==> config.mk <==
export PLATFORM = sky130hd
export DESIGN_NAME = uart_baud_gen
export DESIGN_NICKNAME = d
export VERILOG_FILES = /design/src/rtl/uart_pkg.sv /design/src/rtl/baud_phase_acc.sv /design/src/rtl/uart_baud_gen.sv
export SDC_FILE = /design/constraint.sdc
export NUM_CORES = 1
export LEC_CHECK = 0
export CAP_MARGIN = 40
export CORE_UTILIZATION = 50
export CTS_BUF_LIST = sky130_fd_sc_hd__clkbuf_2
export DETAILED_ROUTE_END_ITERATION = 12
export HOLD_SLACK_MARGIN = 0.12
export PLACE_DENSITY = 0.73
export SLEW_MARGIN = 30
export SYNTH_ARGS = -nofsm -noshare
export SYNTH_HDL_FRONTEND = slang
export SYNTH_SLANG_ARGS = --single-unit
==> constraint.sdc <==
create_clock -name clk -period 2.9 [get_ports clk]
set_clock_uncertainty 0.15 [all_clocks]
set_input_delay 0.58 -clock clk [delete_from_list [all_inputs] [get_ports clk]]
set_output_delay 0.58 -clock clk [all_outputs]
set_load 0.02 [all_outputs]
==> src/rtl/uart_pkg.sv <==
// Shared UART constants: oversampling ratios, sample points, the rate
// mode type and small helpers for counter sizing and increment calculation.
package uart_pkg;

  localparam int OVS_16    = 16;
  localparam int OVS_8     = 8;
  localparam int SAMPLE_16 = OVS_16 / 2;
  localparam int SAMPLE_8  = OVS_8 / 2;

  typedef longint unsigned u64_t;

  typedef enum logic {
    MODE_16X = 1'b0,
    MODE_8X  = 1'b1
  } ovs_mode_e;

  // Smallest r such that 2**r >= value.
  function automatic int log2_ceil(input int value);
    int r;
    r = 0;
    for (int i = 0; i < 31; i++) begin
      if ((1 << i) < value) r = i + 1;
    end
    return r;
  endfunction

  localparam int CNT_W = log2_ceil(OVS_16);

  // round(ovs * baud * 2**acc_w / f_clk), the phase increment for a baud rate.
  function automatic u64_t calc_baud_inc(input int unsigned ovs,
                                         input int unsigned baud,
                                         input int unsigned f_clk,
                                         input int unsigned acc_w);
    u64_t num;
    num = (u64_t'(ovs) * u64_t'(baud)) << acc_w;
    return (num + u64_t'(f_clk / 2)) / u64_t'(f_clk);
  endfunction

  // Last count value of an oversample period for the given mode.
  function automatic logic [CNT_W-1:0] ovs_last(input ovs_mode_e mode);
    return (mode == MODE_8X) ? CNT_W'(OVS_8 - 1) : CNT_W'(OVS_16 - 1);
  endfunction

  // Count value just before the mid-bit sample point for the given mode.
  function automatic logic [CNT_W-1:0] sample_pre(input ovs_mode_e mode);
    return (mode == MODE_8X) ? CNT_W'(SAMPLE_8 - 1) : CNT_W'(SAMPLE_16 - 1);
  endfunction

endpackage

==> src/rtl/baud_phase_acc.sv <==
// Fractional phase accumulator. The top bit of the stored value is the carry
// out of the last addition and doubles as the registered oversample tick.
module baud_phase_acc #(
  parameter int ACC_W = 16
) (
  input  logic             clk,
  input  logic             rst,
  input  logic             enable,
  input  logic [ACC_W-1:0] inc,
  output logic             carry_next,
  output logic             os_tick
);

  logic [ACC_W:0] acc;
  logic [ACC_W:0] sum;

  // Next accumulator value; the carry is offered early so counters can
  // advance on the same edge that produces the tick.
  always_comb begin
    sum        = {1'b0, acc[ACC_W-1:0]} + {1'b0, inc};
    carry_next = enable && sum[ACC_W];
  end

  // Accumulator register, cleared while idle so a restart begins at phase 0.
  always_ff @(posedge clk) begin
    if (rst) begin
      acc <= '0;
    end else if (!enable) begin
      acc <= '0;
    end else begin
      acc <= sum;
    end
  end

  assign os_tick = acc[ACC_W];

endmodule

==> src/rtl/uart_baud_gen.sv <==
// UART baud generator: phase accumulator feeding tx bit and rx sample
// counters, with increment and 8x/16x mode updates deferred to bit boundaries.
module uart_baud_gen #(
  parameter int ACC_W   = 16,
  parameter int RST_INC = 629
) (
  input  logic             clk,
  input  logic             rst,
  input  logic             enable,
  input  logic             inc_wr,
  input  logic [ACC_W-1:0] inc_data,
  input  logic             u2x,
  input  logic             rx_resync,
  output logic             os_tick,
  output logic             rx_sample,
  output logic             tx_tick,
  output logic             inc_pending
);

  import uart_pkg::*;

  logic [ACC_W-1:0] active_inc;
  logic [ACC_W-1:0] pend_inc;
  logic             pend_valid;
  ovs_mode_e        mode;
  ovs_mode_e        req_mode;
  logic [CNT_W-1:0] tx_cnt;
  logic [CNT_W-1:0] rx_cnt;
  logic [CNT_W-1:0] cnt_last;
  logic [CNT_W-1:0] rx_pre;
  logic             carry_next;
  logic             tx_wrap;
  logic             mode_change;
  logic             rx_hit;
  logic             tx_tick_q;
  logic             rx_sample_q;
  logic             inc_pending_q;

  baud_phase_acc #(
    .ACC_W(ACC_W)
  ) u_phase_acc (
    .clk        (clk),
    .rst        (rst),
    .enable     (enable),
    .inc        (active_inc),
    .carry_next (carry_next),
    .os_tick    (os_tick)
  );

  // Decode bit boundary, mode switch and mid-bit sample from the coming carry.
  always_comb begin
    req_mode    = u2x ? MODE_8X : MODE_16X;
    cnt_last    = ovs_last(mode);
    rx_pre      = sample_pre(mode);
    tx_wrap     = carry_next && (tx_cnt == cnt_last);
    mode_change = tx_wrap && (req_mode != mode);
    rx_hit      = carry_next && (rx_cnt == rx_pre) && !rx_resync && !mode_change;
  end

  // Oversample counters and registered tick strobes; a resync or mode switch
  // restarts the rx phase without touching the tx bit timing.
  always_ff @(posedge clk) begin
    if (rst || !enable) begin
      tx_cnt      <= '0;
      rx_cnt      <= '0;
      tx_tick_q   <= 1'b0;
      rx_sample_q <= 1'b0;
    end else begin
      if (carry_next) begin
        tx_cnt <= tx_wrap ? '0 : tx_cnt + 1'b1;
      end
      if (rx_resync || mode_change) begin
        rx_cnt <= '0;
      end else if (carry_next) begin
        rx_cnt <= (rx_cnt == cnt_last) ? '0 : rx_cnt + 1'b1;
      end
      tx_tick_q   <= tx_wrap;
      rx_sample_q <= rx_hit;
    end
  end

  // Increment and mode bookkeeping: immediate while idle, deferred to the
  // next bit boundary while running so a frame never sees a mid-bit change.
  always_ff @(posedge clk) begin
    if (rst) begin
      active_inc    <= ACC_W'(RST_INC);
      pend_inc      <= '0;
      pend_valid    <= 1'b0;
      mode          <= MODE_16X;
      inc_pending_q <= 1'b0;
    end else if (!enable) begin
      if (inc_wr) begin
        active_inc <= inc_data;
      end else if (pend_valid) begin
        active_inc <= pend_inc;
      end
      mode          <= req_mode;
      pend_valid    <= 1'b0;
      inc_pending_q <= 1'b0;
    end else if (tx_wrap) begin
      if (pend_valid) begin
        active_inc <= pend_inc;
      end
      if (inc_wr) begin
        pend_inc <= inc_data;
      end
      mode          <= req_mode;
      pend_valid    <= inc_wr;
      inc_pending_q <= inc_wr;
    end else begin
      if (inc_wr) begin
        pend_inc   <= inc_data;
        pend_valid <= 1'b1;
      end
      inc_pending_q <= inc_wr || pend_valid || (req_mode != mode);
    end
  end

  assign tx_tick     = tx_tick_q;
  assign rx_sample   = rx_sample_q;
  assign inc_pending = inc_pending_q;

endmodule

==> Word level (Yosys, flattened, before mapping) <==
Index checks and enable logic that the tools add are counted.
{ "op_classes": {"addsub": 3, "n_eq_ne": 5, "n_mux": 14, "n_bitwise": 1, "reduce_logical": 17} }
{ "op_table": {"columns": ["operator", "n"], "rows": [
  ["16-bit 2-to-1 mux", 4],
  ["16-bit by 16-bit adder with 17-bit output", 1],
  ["4-bit 2-to-1 mux", 3],
  ["4-bit by 1-bit adder with 4-bit output (second input constant)", 2],
  ["4-bit == test", 2],
  ["1-bit logical AND", 6],
  ["1-bit 2-to-1 mux", 6],
  ["4-bit by 3-bit == test with 1-bit output", 1],
  ["1-bit logical OR", 4],
  ["2-bit OR reduction", 2],
  ["1-bit logical NOT", 3],
  ["3-bit 2-to-1 mux", 1],
  ["2-bit by 1-bit inequality test with 1-bit output (second input constant)", 1],
  ["2-bit AND reduction", 1],
  ["2-bit nonzero test", 1],
  ["1-bit inequality test", 1],
  ["1-bit NOT", 1]
]} }
{ "totals": {"ff_bits": 62, "input_bits": 22} }

==> Logic depth before layout (Yosys ltp) <==
Gate-level depths: netlist (run 1).
{ "depth": {"word_depth": 6, "ltp_mapped": 9} }

==> Modules after synthesis <==
From an unflattened synthesis (run 1), not the netlist that was laid out.
{ "hier_totals": {"hier_cells": 374, "area_unflattened_um2": 3319.4} }
{ "modules_own_cells": {"columns": ["module", "n_inst", "cells_each", "area_each_um2"], "rows": [
  ["uart_baud_gen", 1, 238, 2100.8],
  ["baud_phase_acc", 1, 136, 1218.7]
]} }

==> Worst setup path before layout (run 1) <==
Ideal clock, no wire load.
{ "synth_timing": {"path_type": "register -> register", "start": "register active_inc[0]", "end": "register active_inc[5]", "setup_ns": 0.120, "arrival_ns": 2.505, "required_time_ns": 2.630, "slack_ns": 0.125, "stages_incl_launch_ff": 10, "n_path_buf": 1, "period_less_slack_ns": 2.775, "cell_sequence": "dfxtp_1 > ha_1 > fa_1 > a211o_1 > a221oi_4 > a211oi_4 > a221oi_4 > buf_6 > nor2_1 > a211o_1"} }
{ "synth_via": {"elab_chain_len": 4} }
{ "synth_rtl": {"columns": ["element", "line", "source"], "rows": [
  ["start, declared", "uart_baud_gen.sv:22", "logic [ACC_W-1:0] active_inc;"],
  ["start signal, assigned", "uart_baud_gen.sv:86", "active_inc <= ACC_W'(RST_INC);"],
  ["start signal, assigned", "uart_baud_gen.sv:93", "active_inc <= inc_data;"],
  ["start signal, assigned", "uart_baud_gen.sv:95", "active_inc <= pend_inc;"],
  ["16-bit by 16-bit adder with 17-bit output", "baud_phase_acc.sv:20", "sum = {1'b0, acc[ACC_W-1:0]} + {1'b0, inc};"],
  ["1-bit logical AND", "baud_phase_acc.sv:21", "carry_next = enable && sum[ACC_W];"],
  ["1-bit logical AND", "uart_baud_gen.sv:55", "tx_wrap = carry_next && (tx_cnt == cnt_last);"],
  ["2-bit by 1-bit inequality test with 1-bit output (no line)", null, null]
]} }
Every way passes these cells.
A chain may end at the register's enable or synchronous reset.

==> Worst setup path in the final report (run 1) <==
{ "layout_timing": {"start": "register active_inc[0]", "end": "register active_inc[7]"} }
Same word-level chain as after synthesis.

==> results_dict.tcl, run 1 <==
set metrics [dict create \
    grt_pass1_vias 2619 \
    clockBufferDepth 2 \
    fmax_ghz 0.346 \
    ys_seq_area_share_pct 37.2 \
    worst_slew_pin_slew_ps 583 \
    layout_min_cycle_time_ps 2890 \
    io_pins 26 \
    dpl_cell_area_um2 3650 \
    synth_fa_ha_area_share_pct 7.35 \
    grt_max_degree 35 \
    grtUsageTotal_pct 20.8 \
    slew_headroom_pct 61.0 \
    slew_violations 0 \
    cts-buffers-inserted 9 \
    cts-htree-levels 3 \
    finalWirelength_mm 7.22 \
    synth_cell_types 49 \
    muxShareOfSynthArea_pct 9.00 \
    yosys.area.top_type "dfxtp_1" \
    synth_compound_area_share_pct 20.7 \
    chipWidth_um 83.7 \
    critPathSlowestCell "dfxtp_2" \
    clkLatencyLatePin_ps 500 \
    hold_depth 2 \
    synthesis.area_um2 3340 \
    regToRegStartpoint "active_inc[0]" \
    cp-start-kind "register" \
    synth_flop_cell "dfxtp_1" \
    drt-wirelength-per-cell_um 14.4 \
    hold_viol_final 0 \
    timing.rr.end "active_inc[7]" \
    grt_pass1_wl_mm 11.7 \
    crit_type "register to register" \
    nets 462 \
    die-height_um 83.7 \
    cp.arrival_ps 3150 \
    async_flop_share_pct 0 \
    overflow 0 \
    hold_slack_ps 315 \
    reg2reg_slack_ps 7 \
    start_util_pct 52.2 \
    use_met2_pct 34.7 \
    vias 2823 \
    worstSetupEndpointType "register" \
    num_rows 29 \
    p_leak_nw 1.62 \
    total_power_mw 1.84 \
    worst_ir_drop_vdd_mv 0.296 \
    run_status "finished clean" \
    holdCritStartpoint "pend_inc[12]" \
    die_area_um2 7000 \
    synth_area_leaders "dfxtp_1 (37%), mux2i_1 (9.0%), ha_1 (6.8%), nand2_1 (5.9%), nor2_1 (5.5%)" \
    final_antenna_net_count 0 \
    finalWeightedCongestion 0.878 \
    maxCapViolCount 0 \
    path_cells "ha_4 -> fa_2 -> a211o_1 -> a221oi_4 -> a211oi_4 -> a221oi_4 -> buf_6 -> clkbuf_16 -> mux2i_1 -> nor2_1" \
    firstDrtPassIters 4 \
    clk_pin_slew_ps 170 \
    cts_root_buf "clkbuf_2" \
    drtIter0Drc 150 \
    hpwl_mm 4.81 \
    synth_xor_area_share_pct 3.94 \
    core_um2 6390 \
    timing.final.crit_share_pct 99.7 \
    setup_viol 0 \
    antennaDiodeCount 0 \
    crit_fanout 11 \
    syn_area_per_cell_um2 8.62 \
    syn_inst 387 \
    synth_top_family_by_area "compound AO/OA/AOI/OAI gates" \
    drive_gt1_share_pct 11.6 \
    synth_edf_count 0 \
    synth_most_common_cell "dfxtp_1" \
    reg2reg_depth 10 \
    synth_warnings 0 \
    worstPathRequired_ps 3150 \
    avgViaCountPerCell 5.63 \
    cp_common_cell "a221oi_4" \
    synth_top_area_share_pct 37.2 \
    ys_ff_latch 62 \
    cellPowerDensity_nw_per_um2 471 \
    hold_class "register to register" \
    design_area_um2 3910 \
    max_stage_delay_ps 380 \
    met1_usage_pct 25.5 \
    synth_common_cells "dfxtp_1 (62), nand2_1 (52), nor2_1 (49)" \
    syn_to_final_growth_pct 17.2 \
    grt_busiest_layer "met2" \
    port_buffers 25 \
    clock-sinks 62 \
    grtUsageMet3_pct 4.25 \
    cts_tree "yes" \
    min_to "pend_inc[12]" \
    hold_buffers 0 \
    synthSimpleGateAreaFrac_pct 17.5 \
    synth_nets 428 \
    drc 0 \
    antenna_found_initial 0 \
]
## through the flow
stage / TNS [ps] / util [%] / std cells / setup slack (ps)
floorplan: 0 / - / 387 / 125
global placement: 0 / 57.2 / 479 / 84.2
detailed placement: 0 / 57.2 / 479 / 21.3
CTS: -7.24 / 59.1 / 493 / -7.24
global route: -746 / 61.2 / 501 / -64.1
finish: 0 / 61.2 / 501 / 7.30
## cell usage in the layout, fill, tap and decap left out, drive strengths merged, types with 2 or more instances in the layout
master / count
a211o: 7
a211oi: 5
a21o: 10
a21oi: 37
a221oi: 5
a31oi: 3
and2: 3
and3: 5
buf: 16
bufinv: 2
clkbuf: 12
clkdlybuf4s50: 25
clkinv: 2
dfxtp: 62
ha: 18
inv: 6
mux2i: 30
nand2: 52
nand2b: 3
nand3: 5
nand4: 2
nor2: 49
nor2b: 2
nor3: 4
o21a: 2
o21ai: 24
o21bai: 2
or3: 4
or4: 2
xnor2: 5
xor2: 10
## sequential cells by signal, summed over array words and instances (netlist names)
name             count
rx_sample            1
rx_cnt               4
tx_cnt               4
tx_tick              1
mode                 1
pend_valid           1
active_inc          16
inc_pending          1
u_phase_acc.acc     17
pend_inc            16
## logic make-up after synthesis
group | count (synthesis)
compound gates | 101
xor+xnor | 15
fa+ha+maj | 19
buf+inv | 26
flops | 62
mux | 30
simple gates | 134
## timing repair
item,CTS,global route
setup buffers,0,5
pin swaps,0,5
gates resized for setup,0,7
cloned,0,2
hold endpoints to repair,0,0
setup endpoints to repair,1,18
## worst max-delay path, delay by kind of cell, from the launching register on
family / cells / cell delay, ps
AO/OA/AOI/OAI: 4 / 1120
adder cells (fa/ha/maj): 2 / 540
buffers and inverters: 2 / 330
flip-flops: 1 / 380
multiplexers: 1 / 220
AND/OR/NAND/NOR: 1 / 60
## metal layers
layer | up-vias | share of wire, %
met1 | 1321 | 47
li1 | 1438 | -
met2 | 48 | 48
met4 | 0 | 2.2
met3 | 16 | 2.7
met5 | - | 0
## layout make-up
type | instances | area, um^2
Clock buffer | 10 | 50.0
Clock inverter | 4 | 73.8
Fill cell | 557 | 2480
Inverter | 6 | 22.5
Multi-Input combinational cell | 299 | 1980
Sequential cell | 62 | 1240
Tap cell | 77 | 96.3
Timing Repair Buffer | 43 | 444
## worst max path at each step
stage	from	to	slack, ps	cells after the start
final	active_inc[0]	active_inc[7]	7	10
after global routing	active_inc[0]	active_inc[12]	-60	10
after CTS	active_inc[0]	active_inc[6]	-7	9
after detailed placement	active_inc[0]	active_inc[9]	20	9
after global placement	active_inc[0]	active_inc[0]	80	9
after floorplan	active_inc[0]	active_inc[5]	120	9
## power breakdown
group / internal (mW) / total, mW / switching, mW / leakage, nW
clock network: 0.280 / 0.591 / 0.311 / 0.0778
registers: 0.891 / 0.917 / 0.0259 / 0.506
logic: 0.157 / 0.333 / 0.176 / 1.04
total: 1.33 / 1.84 / 0.513 / 1.62
Power figures use the tool's default switching activity.
==> run 2: changes to the inputs <==
--- a/config.mk
+++ b/config.mk
@@ -7,7 +7,6 @@
 export LEC_CHECK = 0
 export CAP_MARGIN = 40
 export CORE_UTILIZATION = 50
-export CTS_BUF_LIST = sky130_fd_sc_hd__clkbuf_2
 export DETAILED_ROUTE_END_ITERATION = 12
 export HOLD_SLACK_MARGIN = 0.12
 export PLACE_DENSITY = 0.73
==> run 2 against run 1 <==
  * Final area grew 1.3%
  * Maximum frequency grew 1.2%
  * Via count shrank 1.1%
  * Total power grew 11%
  * Clock power grew 36%
  * Final cell count shrank 0.20%
  * Sequential power is essentially flat
  * Register-to-register slack gained 30 ps
  * Hold slack lost 12 ps
  * Critical endpoint unchanged
==> results_dict.tcl, run 2 (synthesis gave the netlist of run 1 again) <==
set metrics [dict create \
    slew_violations 0 \
    path_delay_family "compound AO/OA/AOI/OAI gates" \
    worstSetupEndpointType "register" \
    core_um2 6390 \
    top_layer "met4" \
    total_power_mw 2.04 \
    hold_viol_final 0 \
    top_register "u_phase_acc.acc" \
    path_cells "ha_1 -> fa_2 -> a211o_1 -> a221oi_4 -> a211oi_4 -> a221oi_4 -> buf_6 -> clkbuf_16 -> mux2i_1 -> nor2_1" \
    cts-buffers-inserted 9 \
    drt-wirelength-per-cell_um 14.3 \
    post-place-ws_ps 21.3 \
    worstPathRequired_ps 2970 \
    firstDrtPassIters 4 \
    antenna_found_initial 0 \
    p_leak_nw 1.64 \
    drive_gt1_share_pct 10.4 \
    crit_fanout 11 \
    layout_common_cells "dfxtp_1 (62), nand2_1 (52), nor2_1 (48)" \
    crit_type "register to register" \
    maxCapViolCount 0 \
    fmax_ghz 0.350 \
    final_antenna_net_count 0 \
    clock-sinks 62 \
    swShare_pct 25.6 \
    clk_pin_slew_ps 70 \
    cts_root_buf "clkbuf_8" \
    multi_input_area_um2 1960 \
    grt_pass1_wl_mm 11.9 \
    cp-start-kind "register" \
    run_status "finished clean" \
    register_area_um2 1240 \
    timing.final.crit_share_pct 98.6 \
    cp.arrival_ps 2930 \
    critical_path_buf_inv_count 2 \
    worst_slew_pin_slew_ps 583 \
    switchingPower_mw 0.524 \
    finalWirelength_mm 7.17 \
    cts_tree "yes" \
    mostFrequentLayoutCell "dfxtp_1" \
    cts-htree-levels 3 \
    grt_pass1_vias 2628 \
    overflow 0 \
    largest_reg_flops 17 \
    syn_to_final_growth_pct 18.7 \
    drc 0 \
    postLayoutSetupSlackWorst_ps 40.6 \
    slew_headroom_pct 61.0 \
    p_comb_share_pct 16.0 \
    worst_ir_drop_vdd_mv 0.322 \
    clkLatencyLatePin_ps 340 \
    clockBufferDepth 2 \
    pwr-share-clk_pct 39.2 \
    die_area_um2 7000 \
    antennaDiodeCount 0 \
    setup_viol 0 \
    avgViaCountPerCell 5.59 \
    grtUsageTotal_pct 21.1 \
    max_stage_delay_ps 370 \
    vias 2793 \
    reg_top3 "u_phase_acc.acc x17, active_inc x16, pend_inc x16" \
    wl_met2_mm 3.49 \
    finalWeightedCongestion 0.878 \
    grt_max_degree 35 \
    cp_common_cell "a221oi_4" \
    cellPowerDensity_nw_per_um2 516 \
    drt-met1-wl_mm 3.39 \
    seqPwrFrac_pct 44.8 \
    chipWidth_um 83.7 \
    drtIter0Drc 118 \
    die-height_um 83.7 \
    critPathSlowestCell "fa_2" \
    nets 461 \
    start_util_pct 52.2 \
    num_rows 29 \
    wl_met3_um 193 \
    layout_min_cycle_time_ps 2860 \
    hpwl_mm 4.81 \
    port_buffers 25 \
    io_pins 26 \
    hold_class "register to register" \
    fillers 558 \
    internal_power_mw 1.52 \
]
-- run 2: cell count changes in the layout (fill, tap and decap cells not counted), sizes merged --
cell / change
buf: -1
-- run 2: per-layer routing --
layer  global-route usage (%)  vias up
met5                        0        -
met1                     26.1     1311
met4                     6.47        0
li1                         -     1438
met3                     5.74        8
met2                     35.6       36
-- run 2: layout make-up --
cell class                 count  area share, %
clock buffer                  10           3.22
clock inverter                 4           1.86
inverter                       6          0.569
multi-input combinational    299           49.5
sequential                    62           31.4
tap                           77           2.43
timing repair buffer          42           11.0
-- run 2: path summary, 6_finish.rpt --
| path | startpoint | endpoint | slack [ps] | cells past startpoint |
|---|---|---|---|---|
| worst max-delay path | active_inc[0] | active_inc[7] | 40 | 10 |
| worst min-delay path | pend_inc[8] | pend_inc[8] | 300 | 2 |
| worst max register to register | active_inc[0] | active_inc[7] | 40 | 10 |
| worst min register to register | pend_inc[8] | pend_inc[8] | 300 | 2 |
-- run 2: what timing repair did --
item / 4_1_cts / 5_1_grt
setup endpoints to repair: 0 / 18
resized for setup: 0 / 3
hold buffers: 0 / 0
setup buffers: 0 / 4
-- run 2: worst reg2reg max path: stages (launching register included) --
cell	delay, ps
dfxtp_1	330
ha_1	240
fa_2	370
a211o_1	320
a221oi_4	320
a211oi_4	130
a221oi_4	280
buf_6	160
clkbuf_16	160
mux2i_1	220
nor2_1	60
-- run 2: metrics by stage --
step | cell area, um^2 | cells | TNS (ps) | utilization, % | hold slack, ps
floorplan | 3340 | 387 | 0 | - | 286
global placement | 3650 | 479 | 0 | 57.2 | 292
detailed placement | 3650 | 479 | 0 | 57.2 | 297
CTS | 3850 | 493 | 0 | 60.3 | 306
global route | 3960 | 500 | -247 | 62.0 | 327
finish | 3960 | 500 | 0 | 62.0 | 303
-- run 2: power groups by stage --
| stage | clock [mW] | sequential [mW] | combinational, mW |
|---|---|---|---|
| floorplan | 0 | 0.925 | 0.229 |
| global placement | 0 | 0.936 | 0.297 |
| detailed placement | 0 | 0.938 | 0.301 |
| CTS | 0.817 | 0.919 | 0.305 |
| global route | 0.854 | 0.919 | 0.363 |
| finish | 0.801 | 0.916 | 0.327 |
